===== src/rtl/square_wave_gen_pkg.sv =====
// -----------------------------------------------------------------------------
// square_wave_gen_pkg
// Shared definitions for the square-wave generator and its measurement-side
// counterpart: FSM state encoding and default parameter values.
// -----------------------------------------------------------------------------
package square_wave_gen_pkg;

  // Encoding is shared with the measurement block; keep the values fixed.
  typedef enum logic [1:0] {
    ST_IDLE  = 2'd0,
    ST_RUN   = 2'd1,
    ST_DRAIN = 2'd2
  } sqw_state_t;

  localparam int unsigned SQW_CNT_W_DEF      = 32;
  localparam int unsigned SQW_MIN_PERIOD_DEF = 2;

endpackage : square_wave_gen_pkg


===== src/rtl/square_wave_ch.sv =====
// -----------------------------------------------------------------------------
// square_wave_ch
// One output channel: a wrap-around counter, a high-time compare and the
// registered output pin.
//
// Ports
//   sys_clk    in   1      clock
//   sys_rst_n  in   1      synchronous reset, active low
//   period     in   CNT_W  active period; counter wraps from period-1 to 0
//   high       in   CNT_W  active high time; wave = (cnt < high)
//   start      in   CNT_W  value loaded into the counter when load is high
//   load       in   1      restart the counter at start (has priority)
//   enable     in   1      count and drive the pin; when low the pin is 0
//   cnt        out  CNT_W  current counter value
//   wave       out  1      registered output, one cycle behind cnt
// -----------------------------------------------------------------------------
module square_wave_ch
  import square_wave_gen_pkg::*;
#(
  parameter int unsigned CNT_W = SQW_CNT_W_DEF
) (
  input  logic             sys_clk,
  input  logic             sys_rst_n,
  input  logic [CNT_W-1:0] period,
  input  logic [CNT_W-1:0] high,
  input  logic [CNT_W-1:0] start,
  input  logic             load,
  input  logic             enable,
  output logic [CNT_W-1:0] cnt,
  output logic             wave
);

  localparam logic [CNT_W-1:0] ONE = CNT_W'(1);

  logic [CNT_W-1:0] cnt_reg;
  logic             wave_reg;
  logic             at_end;

  // ">=" rather than "==" so the counter can never run past the period,
  // even if a load ever placed it out of range.
  assign at_end = (cnt_reg >= period - ONE);

  always_ff @(posedge sys_clk) begin
    if (!sys_rst_n) begin
      cnt_reg  <= '0;
      wave_reg <= 1'b0;
    end else begin
      // The pin reflects the counter value of the cycle just ending, so a
      // load on the last cycle of a period still finishes the old waveform.
      wave_reg <= enable && (cnt_reg < high);
      if (load) begin
        cnt_reg <= start;
      end else if (enable) begin
        cnt_reg <= at_end ? '0 : cnt_reg + ONE;
      end
    end
  end

  assign cnt  = cnt_reg;
  assign wave = wave_reg;

endmodule : square_wave_ch


===== src/rtl/square_wave_gen.sv =====
// -----------------------------------------------------------------------------
// square_wave_gen
// Two-channel programmable square-wave generator. Period, high time and the
// ch1 phase lead arrive over a valid/ready config port; accepted settings are
// held as pending and only committed at a period boundary (or immediately
// when idle), so the outputs never glitch. f_out = SYS_CLK_FREQ / period.
//
// Build option: define SQW_PHASE_EN to give ch1 its own counter starting at
// cfg_phase (ch1 leads ch0 by phase cycles). Without it ch1 is the
// complement of ch0 while running (0 when idle), cfg_phase is ignored and
// never causes a rejection.
//
// Ports
//   sys_clk        in   1      system clock
//   sys_rst_n      in   1      synchronous reset, active low
//   run_en         in   1      1 = generate, 0 = stop at end of current period
//   cfg_valid      in   1      config request
//   cfg_ready      out  1      config accept (transfer on valid & ready)
//   cfg_period     in   CNT_W  period in cycles
//   cfg_high       in   CNT_W  high time in cycles
//   cfg_phase      in   CNT_W  ch1 lead in cycles
//   cfg_err        out  1      one-cycle pulse: config rejected
//   wave_out       out  2      registered square-wave outputs
//   period_strobe  out  1      pulse aligned with the last cycle of a period
//   running        out  1      high while generating (RUN or DRAIN)
// -----------------------------------------------------------------------------
module square_wave_gen
  import square_wave_gen_pkg::*;
#(
  parameter int unsigned SYS_CLK_FREQ = 50_000_000,
  parameter int unsigned CNT_W        = SQW_CNT_W_DEF,
  parameter int unsigned MIN_PERIOD   = SQW_MIN_PERIOD_DEF
) (
  input  logic             sys_clk,
  input  logic             sys_rst_n,
  input  logic             run_en,
  input  logic             cfg_valid,
  output logic             cfg_ready,
  input  logic [CNT_W-1:0] cfg_period,
  input  logic [CNT_W-1:0] cfg_high,
  input  logic [CNT_W-1:0] cfg_phase,
  output logic             cfg_err,
  output logic [1:0]       wave_out,
  output logic             period_strobe,
  output logic             running
);

`ifdef SQW_PHASE_EN
  localparam int NUM_CH = 2;
`else
  localparam int NUM_CH = 1;
`endif

  localparam logic [CNT_W-1:0] ONE   = CNT_W'(1);
  localparam logic [CNT_W-1:0] MIN_P = CNT_W'(MIN_PERIOD);

  // The clock frequency only documents the output-frequency relation.
  logic [31:0] unused_freq;
  assign unused_freq = 32'(SYS_CLK_FREQ);

  sqw_state_t       state_reg;
  logic [CNT_W-1:0] act_period_reg, act_high_reg;
  logic [CNT_W-1:0] pend_period_reg, pend_high_reg;
`ifdef SQW_PHASE_EN
  logic [CNT_W-1:0] act_phase_reg, pend_phase_reg;
`else
  logic             wave_inv_reg;
  logic             unused_phase;
  assign unused_phase = ^cfg_phase;
`endif
  logic             pend_reg, loaded_reg;
  logic             cfg_ready_reg, cfg_err_reg, strobe_reg, running_reg;

  logic [CNT_W-1:0] ch_cnt   [NUM_CH];
  logic [CNT_W-1:0] ch_start [NUM_CH];
  logic [NUM_CH-1:0] ch_wave;

  logic run_active, boundary, accept, cfg_ok, accept_ok, commit, go_run, ch_load;

  assign run_active = (state_reg != ST_IDLE);
  assign boundary   = run_active && (ch_cnt[0] == act_period_reg - ONE);
  assign accept     = cfg_valid && cfg_ready_reg;
`ifdef SQW_PHASE_EN
  assign cfg_ok     = (cfg_period >= MIN_P) && (cfg_phase < cfg_period);
`else
  assign cfg_ok     = (cfg_period >= MIN_P);
`endif
  assign accept_ok  = accept && cfg_ok;
  // pend_reg is only set by an earlier accept, so a config accepted on a
  // boundary cycle waits for the following boundary.
  assign commit     = pend_reg && (!run_active || boundary);
  assign go_run     = (state_reg == ST_IDLE) && run_en && loaded_reg;
  // Counters restart on RUN entry and on every committed reconfiguration.
  assign ch_load    = go_run || (commit && run_active);

  assign ch_start[0] = '0;
`ifdef SQW_PHASE_EN
  // On a simultaneous commit the new phase must be used straight away.
  assign ch_start[1] = commit ? pend_phase_reg : act_phase_reg;
`endif

  genvar gi;
  generate
    for (gi = 0; gi < NUM_CH; gi++) begin : g_ch
      square_wave_ch #(.CNT_W(CNT_W)) u_ch (
        .sys_clk   (sys_clk),
        .sys_rst_n (sys_rst_n),
        .period    (act_period_reg),
        .high      (act_high_reg),
        .start     (ch_start[gi]),
        .load      (ch_load),
        .enable    (run_active),
        .cnt       (ch_cnt[gi]),
        .wave      (ch_wave[gi])
      );
      if (gi > 0) begin : g_cnt_sink
        logic unused_cnt;
        assign unused_cnt = ^ch_cnt[gi];
      end
    end
  endgenerate

  always_ff @(posedge sys_clk) begin
    if (!sys_rst_n) begin
      state_reg       <= ST_IDLE;
      act_period_reg  <= '0;
      act_high_reg    <= '0;
      pend_period_reg <= '0;
      pend_high_reg   <= '0;
`ifdef SQW_PHASE_EN
      act_phase_reg   <= '0;
      pend_phase_reg  <= '0;
`else
      wave_inv_reg    <= 1'b0;
`endif
      pend_reg        <= 1'b0;
      loaded_reg      <= 1'b0;
      cfg_ready_reg   <= 1'b1;
      cfg_err_reg     <= 1'b0;
      strobe_reg      <= 1'b0;
      running_reg     <= 1'b0;
    end else begin
      cfg_err_reg <= accept && !cfg_ok;
      // Ready drops on accept and comes back one cycle after the commit
      // clears the pending flag.
      cfg_ready_reg <= accept_ok ? 1'b0 : !pend_reg;
      strobe_reg    <= boundary;
      // Same latency as the pins so running falls with the last output cycle.
      running_reg   <= run_active;
`ifndef SQW_PHASE_EN
      wave_inv_reg  <= run_active && !(ch_cnt[0] < act_high_reg);
`endif

      if (commit) begin
        pend_reg       <= 1'b0;
        loaded_reg     <= 1'b1;
        act_period_reg <= pend_period_reg;
        act_high_reg   <= pend_high_reg;
`ifdef SQW_PHASE_EN
        act_phase_reg  <= pend_phase_reg;
`endif
      end

      if (accept_ok) begin
        pend_reg        <= 1'b1;
        pend_period_reg <= cfg_period;
        pend_high_reg   <= cfg_high;
`ifdef SQW_PHASE_EN
        pend_phase_reg  <= cfg_phase;
`endif
      end

      case (state_reg)
        ST_IDLE: begin
          if (go_run) state_reg <= ST_RUN;
        end
        ST_RUN: begin
          if (!run_en) state_reg <= ST_DRAIN;
        end
        ST_DRAIN: begin
          if (run_en) begin
            state_reg <= ST_RUN;
          end else if (boundary) begin
            state_reg <= ST_IDLE;
          end
        end
        default: state_reg <= ST_IDLE;
      endcase
    end
  end

`ifdef SQW_PHASE_EN
  assign wave_out = {ch_wave[1], ch_wave[0]};
`else
  assign wave_out = {wave_inv_reg, ch_wave[0]};
`endif
  assign cfg_ready     = cfg_ready_reg;
  assign cfg_err       = cfg_err_reg;
  assign period_strobe = strobe_reg;
  assign running       = running_reg;

endmodule : square_wave_gen


===== config.mk =====
export PLATFORM = sky130hd
export DESIGN_NAME = square_wave_gen
export DESIGN_NICKNAME = d
export VERILOG_FILES = /design/src/rtl/square_wave_gen_pkg.sv /design/src/rtl/square_wave_ch.sv /design/src/rtl/square_wave_gen.sv
export SDC_FILE = /design/constraint.sdc
export NUM_CORES = 1
export LEC_CHECK = 0
export BUFFER_PORTS_ARGS = -buffer_cell sky130_fd_sc_hd__buf_2
export CAP_MARGIN = 20
export CORE_UTILIZATION = 37
export CTS_CLUSTER_DIAMETER = 60
export CTS_CLUSTER_SIZE = 40
export DETAILED_ROUTE_END_ITERATION = 16
export GPL_ROUTABILITY_DRIVEN = 0
export HOLD_SLACK_MARGIN = 0.06
export PLACE_DENSITY_LB_ADDON = 0.15
export SYNTH_ARGS = -nofsm -noshare
export SYNTH_HDL_FRONTEND = slang
export SYNTH_SLANG_ARGS = --single-unit

===== constraint.sdc =====
create_clock -name sys_clk -period 4.9 [get_ports sys_clk]
set_clock_uncertainty 0.2 [all_clocks]
set_input_delay 0.735 -clock sys_clk [delete_from_list [all_inputs] [get_ports sys_clk]]
set_output_delay 0.735 -clock sys_clk [all_outputs]
set_load 0.1 [all_outputs]

==> results of run 1 <==
-- where the power goes --
part           total, W  internal [W]  switching, W  leakage (nW)
registers       0.00146       0.00143     0.0000285          1.38
logic          0.000417      0.000168      0.000249          2.29
clock network   0.00142      0.000831      0.000591         0.300
-- cells in the mapped netlist, drive strengths merged (2+ instances only) --
master | n | area, um^2
o311ai | 2 | 25.0
a31oi | 6 | 37.5
nor2 | 32 | 123
a21oi | 23 | 119
o21ai | 7 | 35.0
nand3 | 15 | 75.1
nor4 | 17 | 140
a21o | 12 | 90.1
nand3b | 3 | 22.5
ha | 65 | 813
inv | 41 | 154
dfxtp | 170 | 3400
a211oi | 5 | 37.5
o21a | 3 | 22.5
or3 | 6 | 42.5
xnor2 | 25 | 219
or2 | 4 | 25.0
clkbuf | 40 | 150
o211ai | 4 | 30.0
and4 | 6 | 52.6
nor3b | 4 | 30.0
buf | 16 | 85.1
o2111a | 2 | 22.5
a21boi | 131 | 983
nor4b | 3 | 45.0
nand4 | 33 | 213
nor3 | 47 | 255
nor2b | 5 | 31.3
and3 | 3 | 18.8
nand2 | 294 | 1100
xor2 | 28 | 245
or4 | 5 | 45.0
-- layer usage --
metal	GRT usage [%]	vias up	part of all wire [%]
li1	-	3747	-
met1	25.4	3323	50
met2	29.8	116	45
met3	3.14	14	3.3
met4	5.18	0	1.1
met5	0	-	0
-- stage by stage --
stage | power [W] | area, um^2 | setup slack, ns
floorplan | 0.00178 | 8740 | 0.826
global placement | 0.00190 | 9470 | 0.472
detailed placement | 0.00191 | 9470 | 0.384
CTS | 0.00334 | 10100 | 0.367
global route | 0.00346 | 10100 | 0.0437
finish | 0.00330 | 10100 | 0.403
-- cell families after synthesis --
family,Yosys count,synth area share [%]
AND/OR/NAND/NOR,478,25.5
XOR/XNOR,53,5.31
AO/OA/AOI/OAI,199,16.4
adder cells (fa/ha/maj),65,9.30
buffers and inverters,97,4.45
multiplexers,1,0.114
flip-flops,170,38.9
-- cell type report --
class | instances | share of cell area (%)
clock buffers | 19 | 4.39
clock inverters | 13 | 1.77
inverters | 41 | 1.52
multi-input cells | 796 | 49.3
flip-flops and latches | 170 | 33.7
well taps | 313 | 3.88
repair buffers | 88 | 5.38
-- tightest hold or removal path, stage by stage (launching register included) --
cell and delay [ns]:
dfxtp_1 0.31, nand2_1 0.05, a21boi_1 0.05
-- how the worst min path moves through the flow --
stage | to | depth (start not counted) | start
5_1_grt | act_period_reg[10] | 2 | pend_period_reg[10]
2_1_floorplan | act_high_reg[3] | 2 | pend_high_reg[3]
4_1_cts | act_period_reg[10] | 2 | pend_period_reg[10]
6_report | act_period_reg[10] | 2 | pend_period_reg[10]
3_3_place_gp | act_period_reg[10] | 2 | pend_period_reg[10]
3_5_place_dp | act_period_reg[10] | 2 | pend_period_reg[10]
==> summary.txt, run 1 <==
Status
  • Status: complete, no violations

Synthesis
  • Sequential-to-total area share from yosys stat: 38.9%
  • Synthesis-stage register bit count: 170
  • Syn Std Cell Area: 0.00874 mm^2
  • Gate Count Post-Synth: 1063
  • Ys Warns: 0
  • Netlist cell types: 51
  • Ys flop type: dfxtp_1
  • Synthesized area per cell: 8.23 um^2
  • Post-Syn Nets: 1228
  • Async SR Flop Fraction: 0%
  • Post-synth EDFFs: 0

Finish
  • Area growth, synth to finish: 15.5%
  • Share of cells above drive strength 1: 12.8%
  • Final Net Count: 1279
  • Filler cell count: 2330
  • Commonest non-fill, non-tap cell in the layout: nand2_1
  • N_diodes: 0
  • Reg area: 0.00340 mm^2
  • Final Non-Filler Cells: 1440
  • Final core occ: 44.1%
  • Area occupied by multi-input gates: 0.00498 mm^2
  • Most frequent cells in the layout: nand2_1 (294), dfxtp_1 (170), a21boi_0 (114), buf_2 (72), ha_1 (65)

Setup path
  • Crit Path Category: reg2reg
  • Crit path arrival time: 4.65 ns
  • CP max FO: 31
  • Crit path launch: act_period_reg[11]
  • WP data required: 5.05 ns
  • Reg2reg path depth: 15
  • Startpoint Class: register
  • Worst R2R End: act_high_reg[1]
  • Critical path depth: 15
  • CP dominant cell by count: nand3b_1
  • Max incr delay on CP: 0.60 ns
  • Cells along the critical path: or4_1 > nor4_1 > nand3b_1 > nor2_2 > nand3b_1 > xor2_1 > ha_1 > nand4_1 > nor4_2 > nand3_1 > buf_4 > a21oi_4 > buf_12 > nand2_1 > a21boi_0
  • Origin of the critical flop-to-flop path: act_period_reg[11]
  • Worst Path Buf+Inv: 2
  • R2r setup slk: 0.40 ns
  • Top cell family by delay on the critical path: simple AND/OR/NAND/NOR gates
  • Crit path capture type: register
  • Setup crit end: act_high_reg[1]
  • Crit-path slowest cell: or4_1

Timing
  • Max Freq: 222 MHz
  • Worst Tran Pin Value: 0.715 ns
  • Final setup vio count: 0
  • Unrepaired setup endpoints after global routing: no
  • Tcrit/Tclk final: 91.8%
  • Min Hold Slack: 0.237 ns
  • Slew Limit Headroom: 52.3%
  • Max-slew violation count: 0
  • Hold Violations, Final: 0
  • Total negative slack: 0 ns
  • Min Tclk post-route: 4.50 ns

Global route
  • Largest net degree at the start of global routing: 75
  • Vias in the first global route: 6863
  • Total gr overflow: 0
  • GRT Overall Usage: 18.5%
  • First-pass GRT wire length: 35400 um
  • Initial antenna violation count: 0

Route
  • Post-DRT Antenna Nets: 0
  • Post-Route WL: 21000 um
  • Wirelength per Cell: 14.6 um
  • Via Count: 7200
  • Vias per cell: 5.00
  • DRT iter0 DRCs: 342
  • Number of remaining DRC errors: 0
  • DR pass1 iterations: 4

Clocking
  • Root cell of the clock tree: clkbuf_16
  • CTS buffer count: 17
  • Clock Sinks: 170
  • CTS tree: yes
  • Clk pin slew, worst setup/hold paths: 0.07 ns
  • Clock Path Buffers: 2
  • Post-CTS Setup Bufs: 0
  • Worst-Skew Late Latency: 0.43 ns
  • H-Tree Depth: 4
  • Post-CTS Hold Buffers: 0
  • CTS resizes: 0

Die
  • Full die area: 0.0243 mm^2
  • Die X-Extent: 156 um
  • Core area: 0.0229 mm^2
  • Initial core utilization: 38.2%
  • Die H: 156 um
  • I/O pin total: 106
  • Row cnt: 55

Flow run
  • Max-cap violations: 0

Placement
  • Placed Cells: 1408
  • DPL Wire Length: 15400 um
  • Port bufs: 73

Power
  • Leak pwr: 3.97 nW
  • Max VDD drop: 0.235 mV
  • Power per cell area: 326 mW/mm^2

Min path
  • Hold Crit Class: reg2reg
Power figures use the tool's default switching activity.
==> run 2, diff against run 1 <==
CAP_MARGIN = 0   (was 20)
CELL_PAD_IN_SITES_DETAIL_PLACEMENT = 1   (was not set)
CELL_PAD_IN_SITES_GLOBAL_PLACEMENT = 2   (was not set)
CORE_UTILIZATION = 35   (was 37)
==> run 2 against run 1 <==
  * Worst hold slack improved by 0.019 ns
  * Fmax is 0.70% lower
  * Sequential power is essentially flat
  * Clock power shrank 8%
  * Global-route usage increased by 1.0 points
  * Critical path depth is 1 higher
  * Utilization shrank 2.7 points
  * Flip-flop and latch count did not move
  * Cell area hardly changed
  * First-iteration DRC count is 4.1% higher
  * Sequential share of layout area is essentially flat
  * Critical endpoint is now act_high_reg[16]
  * Highest routed layer unchanged
==> summary.txt, run 2 (synthesis gave the netlist of run 1 again) <==
Setup path
  • CP dominant cell by count: buf_4
  • Cells along the critical path: or4_1 > nor4b_4 > nand3b_1 > nor2_2 > nand3b_1 > xor2_1 > ha_1 > nand4_1 > nor4_2 > buf_4 > nand3_1 > buf_4 > a21oi_4 > buf_4 > nand2_1 > a21boi_0
  • WP data required: 5.05 ns
  • Crit Path Category: reg2reg
  • Reg2reg path depth: 16
  • Origin of the critical flop-to-flop path: act_period_reg[6]
  • Crit path arrival time: 4.68 ns
  • Worst R2R End: act_high_reg[16]
  • Max incr delay on CP: 0.69 ns
  • R2r setup slk: 0.37 ns
  • Startpoint Class: register
  • Crit path capture type: register
  • Crit-path slowest cell: or4_1
  • CP max FO: 20

Finish
  • Area occupied by multi-input gates: 0.00501 mm^2
  • Final Net Count: 1281
  • Commonest non-fill, non-tap cell in the layout: nand2_1
  • Area growth, synth to finish: 15.4%
  • Reg area: 0.00340 mm^2
  • Share of cells above drive strength 1: 12.9%
  • Most frequent cells in the layout: nand2_1 (294), dfxtp_1 (170), a21boi_0 (114), buf_2 (72), ha_1 (65)
  • Filler cell count: 2979
  • N_diodes: 0
  • Final instance area: 0.0101 mm^2

Global route
  • Total gr overflow: 0
  • GRT Overall Usage: 19.5%
  • Vias in the first global route: 7419
  • Largest net degree at the start of global routing: 80
  • Initial antenna violation count: 0
  • First-pass GRT wire length: 39600 um

Clocking
  • Clock Sinks: 170
  • H-Tree Depth: 4
  • CTS tree: yes
  • Root cell of the clock tree: clkbuf_16
  • Clk pin slew, worst setup/hold paths: 0.07 ns
  • Worst-Skew Late Latency: 0.43 ns
  • Post-CTS Setup Bufs: 0
  • Clock Path Buffers: 2
  • CTS buffer count: 17

Timing
  • Max Freq: 221 MHz
  • Worst Tran Pin Value: 0.826 ns
  • Unrepaired setup endpoints after global routing: no
  • Min Tclk post-route: 4.53 ns
  • Max-slew violation count: 0
  • Hold Violations, Final: 0
  • Final setup vio count: 0
  • Setup ws final: 0.371 ns
  • Total negative slack: 0 ns
  • Tcrit/Tclk final: 92.4%
  • Slew Limit Headroom: 44.8%

Die
  • Die X-Extent: 160 um
  • Core area: 0.0244 mm^2
  • Full die area: 0.0256 mm^2
  • Initial core utilization: 35.9%
  • Die H: 160 um
  • I/O pin total: 106
  • Row cnt: 57

Route
  • Via Count: 7337
  • Number of remaining DRC errors: 0
  • DR pass1 iterations: 4
  • Vias per cell: 5.05
  • Post-Route WL: 24100 um
  • DRT iter0 DRCs: 356
  • Post-DRT Antenna Nets: 0
  • Wirelength per Cell: 16.6 um

Placement
  • Port bufs: 73
  • DPL Wire Length: 17600 um
  • Pre-CTS WS: 0.335 ns
  • Area post-placement: 0.00950 mm^2

Flow run
  • Max-cap violations: 0

Min path
  • Worst hold path cell count: 2
  • Hold Crit Class: reg2reg
  • Hold endpoint: act_high_reg[3]
  • Hold path start: act_high_reg[3]

Power
  • Total power: 0.00320 W
  • Power per cell area: 317 mW/mm^2
  • Leak pwr: 3.97 nW
  • Max VDD drop: 0.183 mV

Status
  • Status: complete, no violations
==> run 2: worst max-delay path: cells and delay by family (launching register included) <==
family / cells / cell delay [ns]
AND/OR/NAND/NOR: 9 / 2.34
XOR/XNOR: 1 / 0.17
flip-flops: 1 / 0.36
buffers and inverters: 3 / 0.68
adder cells (fa/ha/maj): 1 / 0.32
AO/OA/AOI/OAI: 2 / 0.36
==> run 2: timing repair <==
| item | in CTS | in global routing |
|---|---|---|
| gates resized for setup | 0 | 3 |
| endpoints found under the hold margin | 0 | 0 |
| endpoints found under the setup margin | 0 | 10 |
| hold buffers | 0 | 0 |
==> run 2: worst max-delay path by stage <==
stage / from / end / cells past startpoint
2_1_floorplan: act_period_reg[11] / g_ch[0].u_ch.cnt[10] / 14
3_3_place_gp: act_period_reg[6] / act_high_reg[0] / 16
3_5_place_dp: act_period_reg[6] / act_high_reg[16] / 16
4_1_cts: act_period_reg[6] / act_high_reg[16] / 16
5_1_grt: act_period_reg[6] / act_high_reg[12] / 16
6_report: act_period_reg[6] / act_high_reg[16] / 16
==> run 2: final cells by class <==
cell class	instances	area share [%]
timing repair buffer	90	5.53
tap	324	4.02
clock buffer	19	4.29
sequential	170	33.7
multi-input combinational	796	49.6
inverter	41	1.53
clock inverter	13	1.28
==> run 2: metal layers <==
metal,part of all wire [%],vias up,global-route usage (%)
li1,-,3745,-
met2,46,74,31.1
met5,0,-,0
met1,51,3497,27.5
met4,1.2,0,4.94
met3,2.3,21,2.83
==> run 2: stage by stage <==
stage | util (%) | std cells | hold WS (ns)
floorplan | - | 1063 | 0.231
global placement | 39.0 | 1421 | 0.242
detailed placement | 39.0 | 1421 | 0.249
CTS | 41.3 | 1453 | 0.260
global route | 41.4 | 1453 | 0.281
finish | 41.4 | 1453 | 0.257
==> run 2: report_power, final <==
| part | leakage, nW | total (W) | internal, W | switching, W |
|---|---|---|---|---|
| Combinational | 2.32 | 0.000432 | 0.000170 | 0.000262 |
| Sequential | 1.38 | 0.00146 | 0.00143 | 0.0000302 |
| Clock | 0.269 | 0.00131 | 0.000675 | 0.000635 |
| Total | 3.97 | 0.00320 | 0.00227 | 0.000928 |
